==> config.mk <==
export PLATFORM = sky130hd
export DESIGN_NAME = aes_block_fifo
export DESIGN_NICKNAME = d
export VERILOG_FILES = /design/src/rtl/aes_block_fifo.sv
export SDC_FILE = /design/constraint.sdc
export NUM_CORES = 1
export LEC_CHECK = 0
export BUFFER_PORTS_ARGS = -buffer_cell sky130_fd_sc_hd__buf_2
export CAP_MARGIN = 30
export CORE_MARGIN = 2
export CORE_UTILIZATION = 60
export DETAILED_ROUTE_END_ITERATION = 10
export GPL_ROUTABILITY_DRIVEN = 1
export GPL_TIMING_DRIVEN = 0
export PLACE_DENSITY = 0.87
export RECOVER_POWER = 50
export SYNTH_ARGS = -nofsm -noshare
export SYNTH_HDL_FRONTEND = slang
export SYNTH_SLANG_ARGS = --single-unit
==> constraint.sdc <==
create_clock -name clk -period 21.5 [get_ports clk]
set_input_delay 0 -clock clk [delete_from_list [all_inputs] [get_ports clk]]
set_output_delay 0 -clock clk [all_outputs]
set_load 0.01 [all_outputs]
==> src/rtl/aes_block_fifo.sv <==
`default_nettype none
// ============================================================================
// Module   : aes_block_fifo
// Brief    : Circular block FIFO between the receive shifter and the AES core,
//            with occupancy count, almost-full backpressure, flush and sticky
//            overflow/underflow flags.
// Revision : 1.0 - initial release
// ============================================================================
module aes_block_fifo #(
    parameter int WIDTH    = 128,
    parameter int DEPTH    = 8,
    parameter int AF_LEVEL = DEPTH - 2
) (
    input  logic                       clk,
    input  logic                       reset,
    input  logic                       clear,
    input  logic [WIDTH-1:0]           din,
    input  logic                       wr_en,
    input  logic                       rd_en,
    output logic [WIDTH-1:0]           dout,
    output logic                       dout_valid,
    output logic                       empty,
    output logic                       full,
    output logic                       almost_full,
    output logic [$clog2(DEPTH+1)-1:0] count,
    output logic                       overflow,
    output logic                       underflow
);

    localparam int c_AW = $clog2(DEPTH);
    localparam int c_CW = $clog2(DEPTH + 1);
    localparam logic [c_CW-1:0] c_DEPTH_CNT = c_CW'(DEPTH);
    localparam logic [c_CW-1:0] c_AF_CNT    = c_CW'(AF_LEVEL);
    localparam logic [c_CW-1:0] c_ONE       = c_CW'(1);

    logic [WIDTH-1:0] r_mem [DEPTH];
    logic [c_AW-1:0]  r_wp;
    logic [c_AW-1:0]  r_rp;
    logic [c_CW-1:0]  r_count;
    logic [WIDTH-1:0] r_dout;
    logic             r_dout_valid;
    logic             r_overflow;
    logic             r_underflow;

    logic w_empty;
    logic w_full;
    logic w_rd_ok;
    logic w_wr_ok;

    assign w_empty = (r_count == '0);
    assign w_full  = (r_count == c_DEPTH_CNT);

    // Read qualifies on the pre-cycle count only; a write into a full FIFO
    // is still accepted when a read frees a slot in the same cycle.
    assign w_rd_ok = rd_en && !w_empty && !clear;
    assign w_wr_ok = wr_en && (!w_full || w_rd_ok) && !clear;

    // Storage is not reset; contents are meaningless until written.
    always_ff @(posedge clk) begin
        if (w_wr_ok) begin
            r_mem[r_wp] <= din;
        end
    end

    always_ff @(posedge clk or negedge reset) begin
        if (!reset) begin
            r_wp         <= '0;
            r_rp         <= '0;
            r_count      <= '0;
            r_dout       <= '0;
            r_dout_valid <= 1'b0;
            r_overflow   <= 1'b0;
            r_underflow  <= 1'b0;
        end else if (clear) begin
            r_wp         <= '0;
            r_rp         <= '0;
            r_count      <= '0;
            r_dout_valid <= 1'b0;
            r_overflow   <= 1'b0;
            r_underflow  <= 1'b0;
        end else begin
            r_dout_valid <= w_rd_ok;
            if (w_wr_ok) begin
                r_wp <= r_wp + 1'b1;
            end
            if (w_rd_ok) begin
                r_dout <= r_mem[r_rp];
                r_rp   <= r_rp + 1'b1;
            end
            if (w_wr_ok && !w_rd_ok) begin
                r_count <= r_count + c_ONE;
            end else if (w_rd_ok && !w_wr_ok) begin
                r_count <= r_count - c_ONE;
            end
            if (wr_en && !w_wr_ok) begin
                r_overflow <= 1'b1;
            end
            if (rd_en && w_empty) begin
                r_underflow <= 1'b1;
            end
        end
    end

    assign dout        = r_dout;
    assign dout_valid  = r_dout_valid;
    assign empty       = w_empty;
    assign full        = w_full;
    assign almost_full = (r_count >= c_AF_CNT);
    assign count       = r_count;
    assign overflow    = r_overflow;
    assign underflow   = r_underflow;

endmodule
`default_nettype wire

# Yosys cells after proc, flatten, opt, wreduce, memory -nomap -nowiden
# Memory sizes are Yosys's and may differ from the RTL's. A register that Yosys moved wholly into a read port is not among the register bits.
# Index checks and enable logic that the tools add are counted.
[word_totals]
ramBits = 1024
ff_bits = 13
output_inout_bits = 138
inputBits = 133
mem_count = 1
word_cells = 50
[op_classes]
n_mux = 14
bitwise_logic = 1
n_reduce_logical = 22
n_lt_le_gt_ge = 1
add_sub_neg = 4
n_eq_ne = 1
[mem_list]
columns = ["name", "depth", "word_bits", "read_ports", "rd_clocked_by_memory_dff", "write_ports", "line", "source"]
rows = [
  ["r_mem", 8, 128, 1, 1, 1, "36", "logic [WIDTH-1:0] r_mem [DEPTH];"],
]
[op_table]
columns = ["operator", "count"]
rows = [
  ["2-to-1 mux 3 bit", 4],
  ["2-to-1 mux 4 bit", 3],
  ["logical AND 1 bit", 8],
  ["nonzero test 2 bit", 4],
  ["2-to-1 mux 1 bit", 7],
  ["adder 3 x 1 -> 3 bit (second input constant)", 2],
  ["logical NOT 1 bit", 6],
  ["adder 4 x 1 -> 4 bit (second input constant)", 1],
  ["== test 4 bit (second input constant)", 1],
  ["greater-or-equal comparator 4 x 3 -> 1 bit (second input constant)", 1],
  ["logical NOT 4 bit", 1],
  ["subtractor 4 x 1 -> 4 bit (second input constant)", 1],
  ["nonzero test 3 bit", 1],
  ["AND reduction 2 bit", 1],
  ["logical OR 1 bit", 1],
  ["NOT 1 bit", 1],
]

# Depth between registers and ports, before layout
# Gate-level depths: netlist (run 1).
[logic_depth]
depth_word = 12
ltp_mapped = 9

# Least setup slack after synthesis (run 1)
# No wires, ideal clock.
[synth_timing]
path_type = "register -> register"
startpoint = "register r_count[3], in the netlist count[3]"
endpoint = "memory r_mem[0][0] (enable)"
path_stages_with_launch = 5
slack_ps = 6568
t_required_ps = 20527
period_less_slack_ps = 14932
t_arrival_ps = 13959
n_path_buf = 1
path_cell_list = "dfrtp_1 -> clkbuf_1 -> nand3_1 -> nand2_1 -> nor4b_1"
[synth_via]
elab_chain_cells = 9
[synth_rtl]
columns = ["item", "line", "source"]
rows = [
  ["start, declared", "39", "logic [c_CW-1:0] r_count;"],
  ["start signal, assigned", "91", "r_count <= r_count + c_ONE;"],
  ["start signal, assigned", "93", "r_count <= r_count - c_ONE;"],
  ["logical NOT 4 bit", "50", "assign w_empty = (r_count == '0);"],
  ["logical NOT 1 bit", "55", "assign w_rd_ok = rd_en && !w_empty && !clear;"],
  ["logical AND 1 bit (2 in a row)", "55", ""],
  ["logical OR 1 bit *", "56", "assign w_wr_ok = wr_en && (!w_full || w_rd_ok) && !clear;"],
  ["logical AND 1 bit * (2 in a row)", "56", ""],
  ["2-to-1 mux 1 bit *", "60", "if (w_wr_ok) begin"],
  ["2-to-1 mux 1 bit (implied by the code) *", "61", "r_mem[r_wp] <= din;"],
  ["end, declared", "36", ""],
]
# Mark *: on every way between the ends. The rest lies on a longest branch, timed or not.

==> impl_metrics.csv, run 1 <==
group,metric,value,unit
outcome,status,"complete, but fails checks",
outcome,violations,"max-capacitance violations, max-slew violations",
logic_synthesis,synth_xor_area_share,0.1203,%
timing,tightest_slew,5.042,ns
logic_synthesis,synth_compound_area_share,1.713,%
place,placedCellCount,3326,
floorplan,fp-row-count,98,
place,dp_slack,17.64,ns
floorplan,core,71730,µm²
power,intPower,4380,µW
drt,viasPerCell,6.266,
logic_synthesis,synth_top_family_by_area,"multiplexers",
cells_and_area,finalCoreUtilization,72.97,%
critical_path,reg2regPathDepth,11,
clocking,clk_pin_slew,0.06,ns
critical_path,arrival,4.81,ns
timing,timing.fmax,190.3,MHz
power,powerDensity,116.0,nW/µm²
cells_and_area,area_growth,19.82,%
logic_synthesis,synth_ff_type,"edfxtp_1",
critical_path,cp.required,21.05,ns
logic_synthesis,synthSimpleGateAreaFrac,1.710,%
critical_path,path_max_fanout,75,
global_routing,grt_pass1_wl,155800,µm
hold_path,min-delay-path-class,"input pin to flop",
critical_path,rr_endpoint,"r_mem[2][27]$_DFFE_PP_",
cells_and_area,num-nets-final,2760,
floorplan,dieHeight,273.8,µm
logic_synthesis,synth_cell_types,43,
clocking,cts.htree.levels,3,
global_routing,grt_start_max_net_pins,76,
cells_and_area,regArea,34280,µm²
floorplan,die-area,74980,µm²
critical_path,startpoint_type,"input pin",
power,p_total,6072,µW
logic_synthesis,ys_seq_area_share,78.46,%
clocking,insertion_delay,0.68,ns
drt,firstDrtPassIters,8,
timing,setup_viol,0,
logic_synthesis,synth_fa_ha_area_share,0.1604,%
power,p_leak,0.01709,µW
clocking,cts_repair_resize_count,0,
power,seq_power_share,45.5,%
timing,fin_skew,0.02324,ns
power,pwr-share-clk,32.1,%
critical_path,criticalPathCategory,"input pin to async pin",
drt,wl,105200,µm
global_routing,globalRouteTotalUtil,28.66,%
place,post-dp-hpwl,65450,µm
drt,post_drt_wl_per_cell,28.64,µm
cells_and_area,layout_commonest_cell,"edfxtp_1",
cells_and_area,drive_gt1_share,26.43,%
cells_and_area,stdcell_count,3675,
logic_synthesis,syn_inst,1993,
cells_and_area,multiInputGateArea,8756,µm²
floorplan,pin_count,271,
logic_synthesis,avgSynthCellArea,21.92,µm²
timing,rsz0062_at_grt,"false",
logic_synthesis,async_flop_share,12.10,%
timing,relSlewSlack,-236.1,%
critical_path,r2r-start,"count[1]$_DFFE_PN0P_",
power,power.switching,1692,µW
clocking,root_buffer,"clkbuf_16",
clocking,cts_tree,"yes",
logic_synthesis,synth_edf_count,1024,
clocking,cts_hold_buffers,135,
critical_path,critPathCaptureType,"async pin",
logic_synthesis,synth.net_count,2131,
timing,slew_viol_final,143,
hold_path,min_path_cells,2,
cells_and_area,nFillCells,4017,
logic_synthesis,synthMuxAreaShare,16.23,%
logic_synthesis,synth_seq_cells,1165,
hold_path,min_to,"r_mem[3][84]$_DFFE_PP_",
place,gp_congestion,0.8293,
drt,drt_iter0_drc,2746,
clocking,numCtsBuffers,109,
timing,finalHoldViolCount,0,
timing,fin_crit_sh,24.45,%
flow_run,maxCapViolations,2,
timing,period_needed,5.256,ns
logic_synthesis,yosysWarningCount,0,
critical_path,r2r_setup_slack,17.49,ns
global_routing,grt_pass1_vias,24390,
power,p_sw_share,27.86,%
clocking,clockBufferDepth,3,
drt,num_vias,23030,
power,ir_drop,0.09167,mV
drt,drt.antenna.violating_nets,0,
hold_path,hold_start,"din[84]",
logic_synthesis,netlist_area,43690,µm²
power,pwr-share-comb,22.4,%
floorplan,die_x,273.8,µm
place,io_buffers,268,
global_routing,grt_overflow,0,
floorplan,start_util,60.90,%
clocking,clock_sinks,1165,
drt,drc,0,
cells_and_area,layout_common_cells,"1024 x edfxtp_1, 256 x mux4_2, 237 x clkbuf_1, 142 x nor2_1, 141 x dfrtp_1",
timing,setup_slack,16.24,ns
global_routing,antenna_found_initial,7,
clocking,postCtsSetupBuffers,0,
-- flip-flops by register name, summed over array words and instances, names as in the netlist --
register,flops
r_mem,1024
dout,128
overflow,1
r_wp,3
underflow,1
dout_valid,1
r_rp,3
count,4
-- final cells by class --
cell class                 instances  area share (%)
sequential                      1165           65.49
multi-input combinational        716           16.73
timing repair buffer             518           7.178
clock buffer                     142           5.644
tap                              950           2.271
clock inverter                    64           1.312
buffer                           107           1.305
antenna                            8         0.03825
inverter                           5         0.03586
-- stage by stage --
stage	hold slack, ns	TNS [ns]	cell area [µm²]
floorplan	-0.2956	0	43690
global placement	0.2531	-1419.89	46220
detailed placement	0.01101	0	47620
CTS	0.1034	0	52630
global route	0.2444	0	52330
finish	0.2352	0	52340
-- Yosys cell counts, drive strengths merged, types with 2 or more instances --
| cell type | instances | share of area (%) |
|---|---|---|
| a31oi | 2 | 0.043 |
| nor4 | 3 | 0.077 |
| ha | 4 | 0.11 |
| clkbuf | 12 | 0.10 |
| mux4 | 256 | 13 |
| inv | 5 | 0.043 |
| xor2 | 2 | 0.040 |
| a211oi | 2 | 0.063 |
| xnor2 | 4 | 0.080 |
| nand3b | 3 | 0.052 |
| nor2 | 146 | 1.3 |
| buf | 95 | 1.5 |
| dfrtp | 141 | 8.1 |
| nand4 | 2 | 0.029 |
| edfxtp | 1024 | 70 |
| nor3 | 5 | 0.083 |
| nand3 | 3 | 0.034 |
| nand2 | 7 | 0.060 |
| a21oi | 131 | 1.5 |
| o21ai | 2 | 0.023 |
| mux2i | 131 | 3.0 |
-- worst max path at each step --
stage / start / end / slack [ns] / cells past startpoint
global route: reset / dout[99]$_DFFE_PN0P_ / 15.46 / 4
floorplan: count[3]$_DFFE_PN0P_ / r_mem[0][0]$_DFFE_PP_ / 6.57 / 4
global placement: count[3]$_DFFE_PN0P_ / r_mem[0][26]$_DFFE_PP_ / -6.53 / 4
finish: reset / dout[91]$_DFFE_PN0P_ / 16.24 / 4
CTS: count[1]$_DFFE_PN0P_ / r_mem[2][39]$_DFFE_PP_ / 17.59 / 11
detailed placement: count[1]$_DFFE_PN0P_ / r_mem[2][26]$_DFFE_PP_ / 17.64 / 11
-- kinds of logic (layout without fill, tap and decap cells) --
kind of cell | count (synthesis) | after routing
buffers and inverters | 112 | 836
other | 0 | 8
flip-flops | 1165 | 1165
AO/OA/AOI/OAI | 141 | 141
AND/OR/NAND/NOR | 176 | 176
adder cells (fa/ha/maj) | 5 | 5
XOR/XNOR | 6 | 6
multiplexers | 388 | 388
-- worst max-delay path: stages --
cell and delay, ns:
dlygate4sd3_1 0.52, dlygate4sd3_1 0.54, clkbuf_1 0.12, clkbuf_1 3.44
-- per-layer routing --
metal | up-vias | track usage (%) | wire, µm
li1 | 9416 | - | -
met1 | 12080 | 36.99 | 38020
met2 | 1300 | 49.93 | 55890
met3 | 227 | 4.588 | 7898
met4 | 8 | 10.12 | 3377
met5 | - | 0 | 48
-- power by group through the flow --
stage | registers, µW | logic (µW) | clock network [µW]
2_1_floorplan | 2850 | 821 | 0
3_3_place_gp | 2840 | 1260 | 0
3_5_place_dp | 2800 | 1340 | 0
4_1_cts | 2760 | 1390 | 1960
5_1_grt | 2780 | 1460 | 2050
6_report | 2760 | 1360 | 1950
No activity file was read; power rests on OpenSTA's default activity.
==> run 2, diff against run 1 <==
- clock period: 21.5 -> 5.4 ns (I/O delays scaled with it)
==> run 2 against run 1 <==
  * Routed wire length grew 2.0%
  * Combinational power rose to 4.1 times the previous value
  * Via count fell by 0.44%
  * Flip-flop and latch count stayed put
  * Count of clock-buffer cells in the layout up 12
  * Sequential share of layout area shrank 0.45 points
  * First-iteration DRC count rose by 7.5%
  * Clock power rose to 4.1 times the previous value
  * Largest power group unchanged
  * Cell count down 1.2%
  * Register-to-register slack worse by 15 ns
  * Critical endpoint is now r_mem[2][27]$_DFFE_PP_
  * The run now ends clean
  * Design area grew 0.70%
==> impl_metrics.csv, run 2 (synthesis gave the netlist of run 1 again) <==
group,metric,value,unit
outcome,status,"finished clean",
drt,post_drt_wl_per_cell,29.56,µm
power,seq_power_share,45.1,%
hold_path,min_path_cells,2,
global_routing,grt_pass1_vias,24380,
clocking,clock_sinks,1165,
cells_and_area,drive_gt1_share,25.54,%
drt,wl,107400,µm
timing,rsz0062_at_grt,"false",
floorplan,pin_count,271,
power,p_sw_share,27.45,%
floorplan,die-area,74980,µm²
floorplan,start_util,60.90,%
floorplan,die_x,273.8,µm
critical_path,reg2regPathDepth,8,
floorplan,core,71730,µm²
power,intPower,17700,µW
drt,viasPerCell,6.312,
power,pwr-share-comb,22.6,%
global_routing,grt_pass1_wl,158500,µm
clocking,clockBufferDepth,3,
timing,fin_skew,0.01550,ns
flow_run,maxCapViolations,0,
global_routing,antenna_found_initial,10,
cells_and_area,num-nets-final,2723,
cells_and_area,nFillCells,3909,
cells_and_area,top_register,"r_mem",
global_routing,globalRouteTotalUtil,29.34,%
drt,num_vias,22930,
critical_path,critPathCaptureType,"flop",
critical_path,r2r-start,"count[1]$_DFFE_PN0P_",
timing,fin_crit_sh,57.48,%
global_routing,grt_overflow,0,
place,post-dp-hpwl,64870,µm
timing,finalHoldViolCount,0,
clocking,cts.htree.levels,3,
power,pwr-share-clk,32.4,%
power,powerDensity,463.0,nW/µm²
cells_and_area,layout_common_cells,"1024 x edfxtp_1, 256 x mux4_2, 236 x clkbuf_1, 142 x nor2_1, 138 x dfrtp_1",
drt,drt_iter0_drc,2953,
drt,firstDrtPassIters,5,
critical_path,path_max_fanout,11,
hold_path,min-delay-path-class,"input pin to flop",
critical_path,rr_endpoint,"r_mem[2][27]$_DFFE_PP_",
power,ir_drop,0.3290,mV
place,gp_congestion,0.7918,
place,io_buffers,268,
drt,drt.antenna.violating_nets,0,
timing,relSlewSlack,36.51,%
critical_path,criticalPathCategory,"flop to flop",
clocking,insertion_delay,0.66,ns
cells_and_area,finalCoreUtilization,73.48,%
drt,drc,0,
critical_path,arrival,3.46,ns
hold_path,hold_start,"din[127]",
timing,tightest_slew,0.9523,ns
global_routing,grt_start_max_net_pins,77,
timing,period_needed,3.104,ns
critical_path,r2r_setup_slack,2.30,ns
cells_and_area,largest_register_ffs,1024,
clocking,cts_repair_resize_count,0,
cells_and_area,stdcell_area,52710,µm²
hold_path,min_to,"r_mem[3][127]$_DFFE_PP_",
power,power.switching,6699,µW
critical_path,cp.required,5.76,ns
floorplan,fp-row-count,98,
timing,timing.fmax,322.2,MHz
clocking,numCtsBuffers,109,
power,p_leak,0.01712,µW
cells_and_area,area_growth,20.66,%
cells_and_area,layout_commonest_cell,"edfxtp_1",
floorplan,dieHeight,273.8,µm
clocking,root_buffer,"clkbuf_16",
timing,setup_viol,0,
critical_path,startpoint_type,"flop",
timing,slew_viol_final,0,
place,placed_cell_area,47840,µm²
clocking,cts_tree,"yes",
clocking,clk_pin_slew,0.06,ns
## run 2: cell count changes in the layout (fill, tap and decap cells not counted), moves of 6 or more
cell	previous run	this run
buf_4	40	0
clkinvlp_4	13	7
clkbuf_8	6	12
buf_6	77	48
buf_16	1	28
buf_8	8	14
## run 2: layout make-up
type	count	area [µm²]	share of cell area, %
Tap cell	950	1189	2.255
Clock inverter	50	580.6	1.101
Timing Repair Buffer	481	3973	7.537
Inverter	5	18.77	0.03561
Sequential cell	1165	34280	65.04
Antenna cell	4	10.01	0.01899
Multi-Input combinational cell	716	8806	16.71
Clock buffer	154	3156	5.987
Buffer	107	696.9	1.322
## run 2: layer usage
metal  track usage (%)  share of wire (%)
met2             51.34                 53
met4             11.12                3.5
met1             37.08                 35
met3             5.026                8.1
met5                 0              0.057
## run 2: worst max path at each step
stage / from / endpoint / slack, ns / cells after the start
2_1_floorplan: count[0]$_DFFE_PN0P_ / r_mem[7][0]$_DFFE_PP_ / -1.50 / 5
3_3_place_gp: count[1]$_DFFE_PN0P_ / r_mem[6][31]$_DFFE_PP_ / -7.06 / 4
3_5_place_dp: count[1]$_DFFE_PN0P_ / r_mem[2][31]$_DFFE_PP_ / 2.40 / 8
4_1_cts: count[1]$_DFFE_PN0P_ / r_mem[2][27]$_DFFE_PP_ / 2.33 / 8
5_1_grt: count[1]$_DFFE_PN0P_ / r_mem[2][27]$_DFFE_PP_ / 2.17 / 8
6_report: count[1]$_DFFE_PN0P_ / r_mem[2][27]$_DFFE_PP_ / 2.30 / 8
## run 2: stage by stage
stage	power, µW	setup TNS, ns	std cells	setup WS (ns)	hold WS, ns
floorplan	14580	-967.50	1993	-1.505	-0.2956
global placement	16240	-5961.94	3211	-7.064	0.2533
detailed placement	16510	0	3288	2.399	0.008664
CTS	24530	0	3627	2.325	0.1130
global route	25230	0	3630	2.169	0.2646
finish	24400	0	3632	2.296	0.2489
## run 2: power groups by stage
stage / clock, µW / sequential (µW) / combinational (µW)
2_1_floorplan: 0 / 11300 / 3290
3_3_place_gp: 0 / 11200 / 5080
3_5_place_dp: 0 / 11100 / 5370
4_1_cts: 7960 / 11000 / 5590
5_1_grt: 8310 / 11000 / 5880
6_report: 7900 / 11000 / 5510
## run 2: what timing repair did
item                                    CTS  global route
hold buffers                            135             0
buffers inserted                          0             0
endpoints found under the hold margin  1175             0
## run 2: critical path, stage by stage (launching register included)
cell and delay, ns:
dfrtp_2 0.51, nor3_4 0.12, a31oi_4 0.23, nand2_2 0.21
nor4_4 0.85, buf_6 0.27, buf_6 0.20, buf_6 0.21
buf_8 0.17
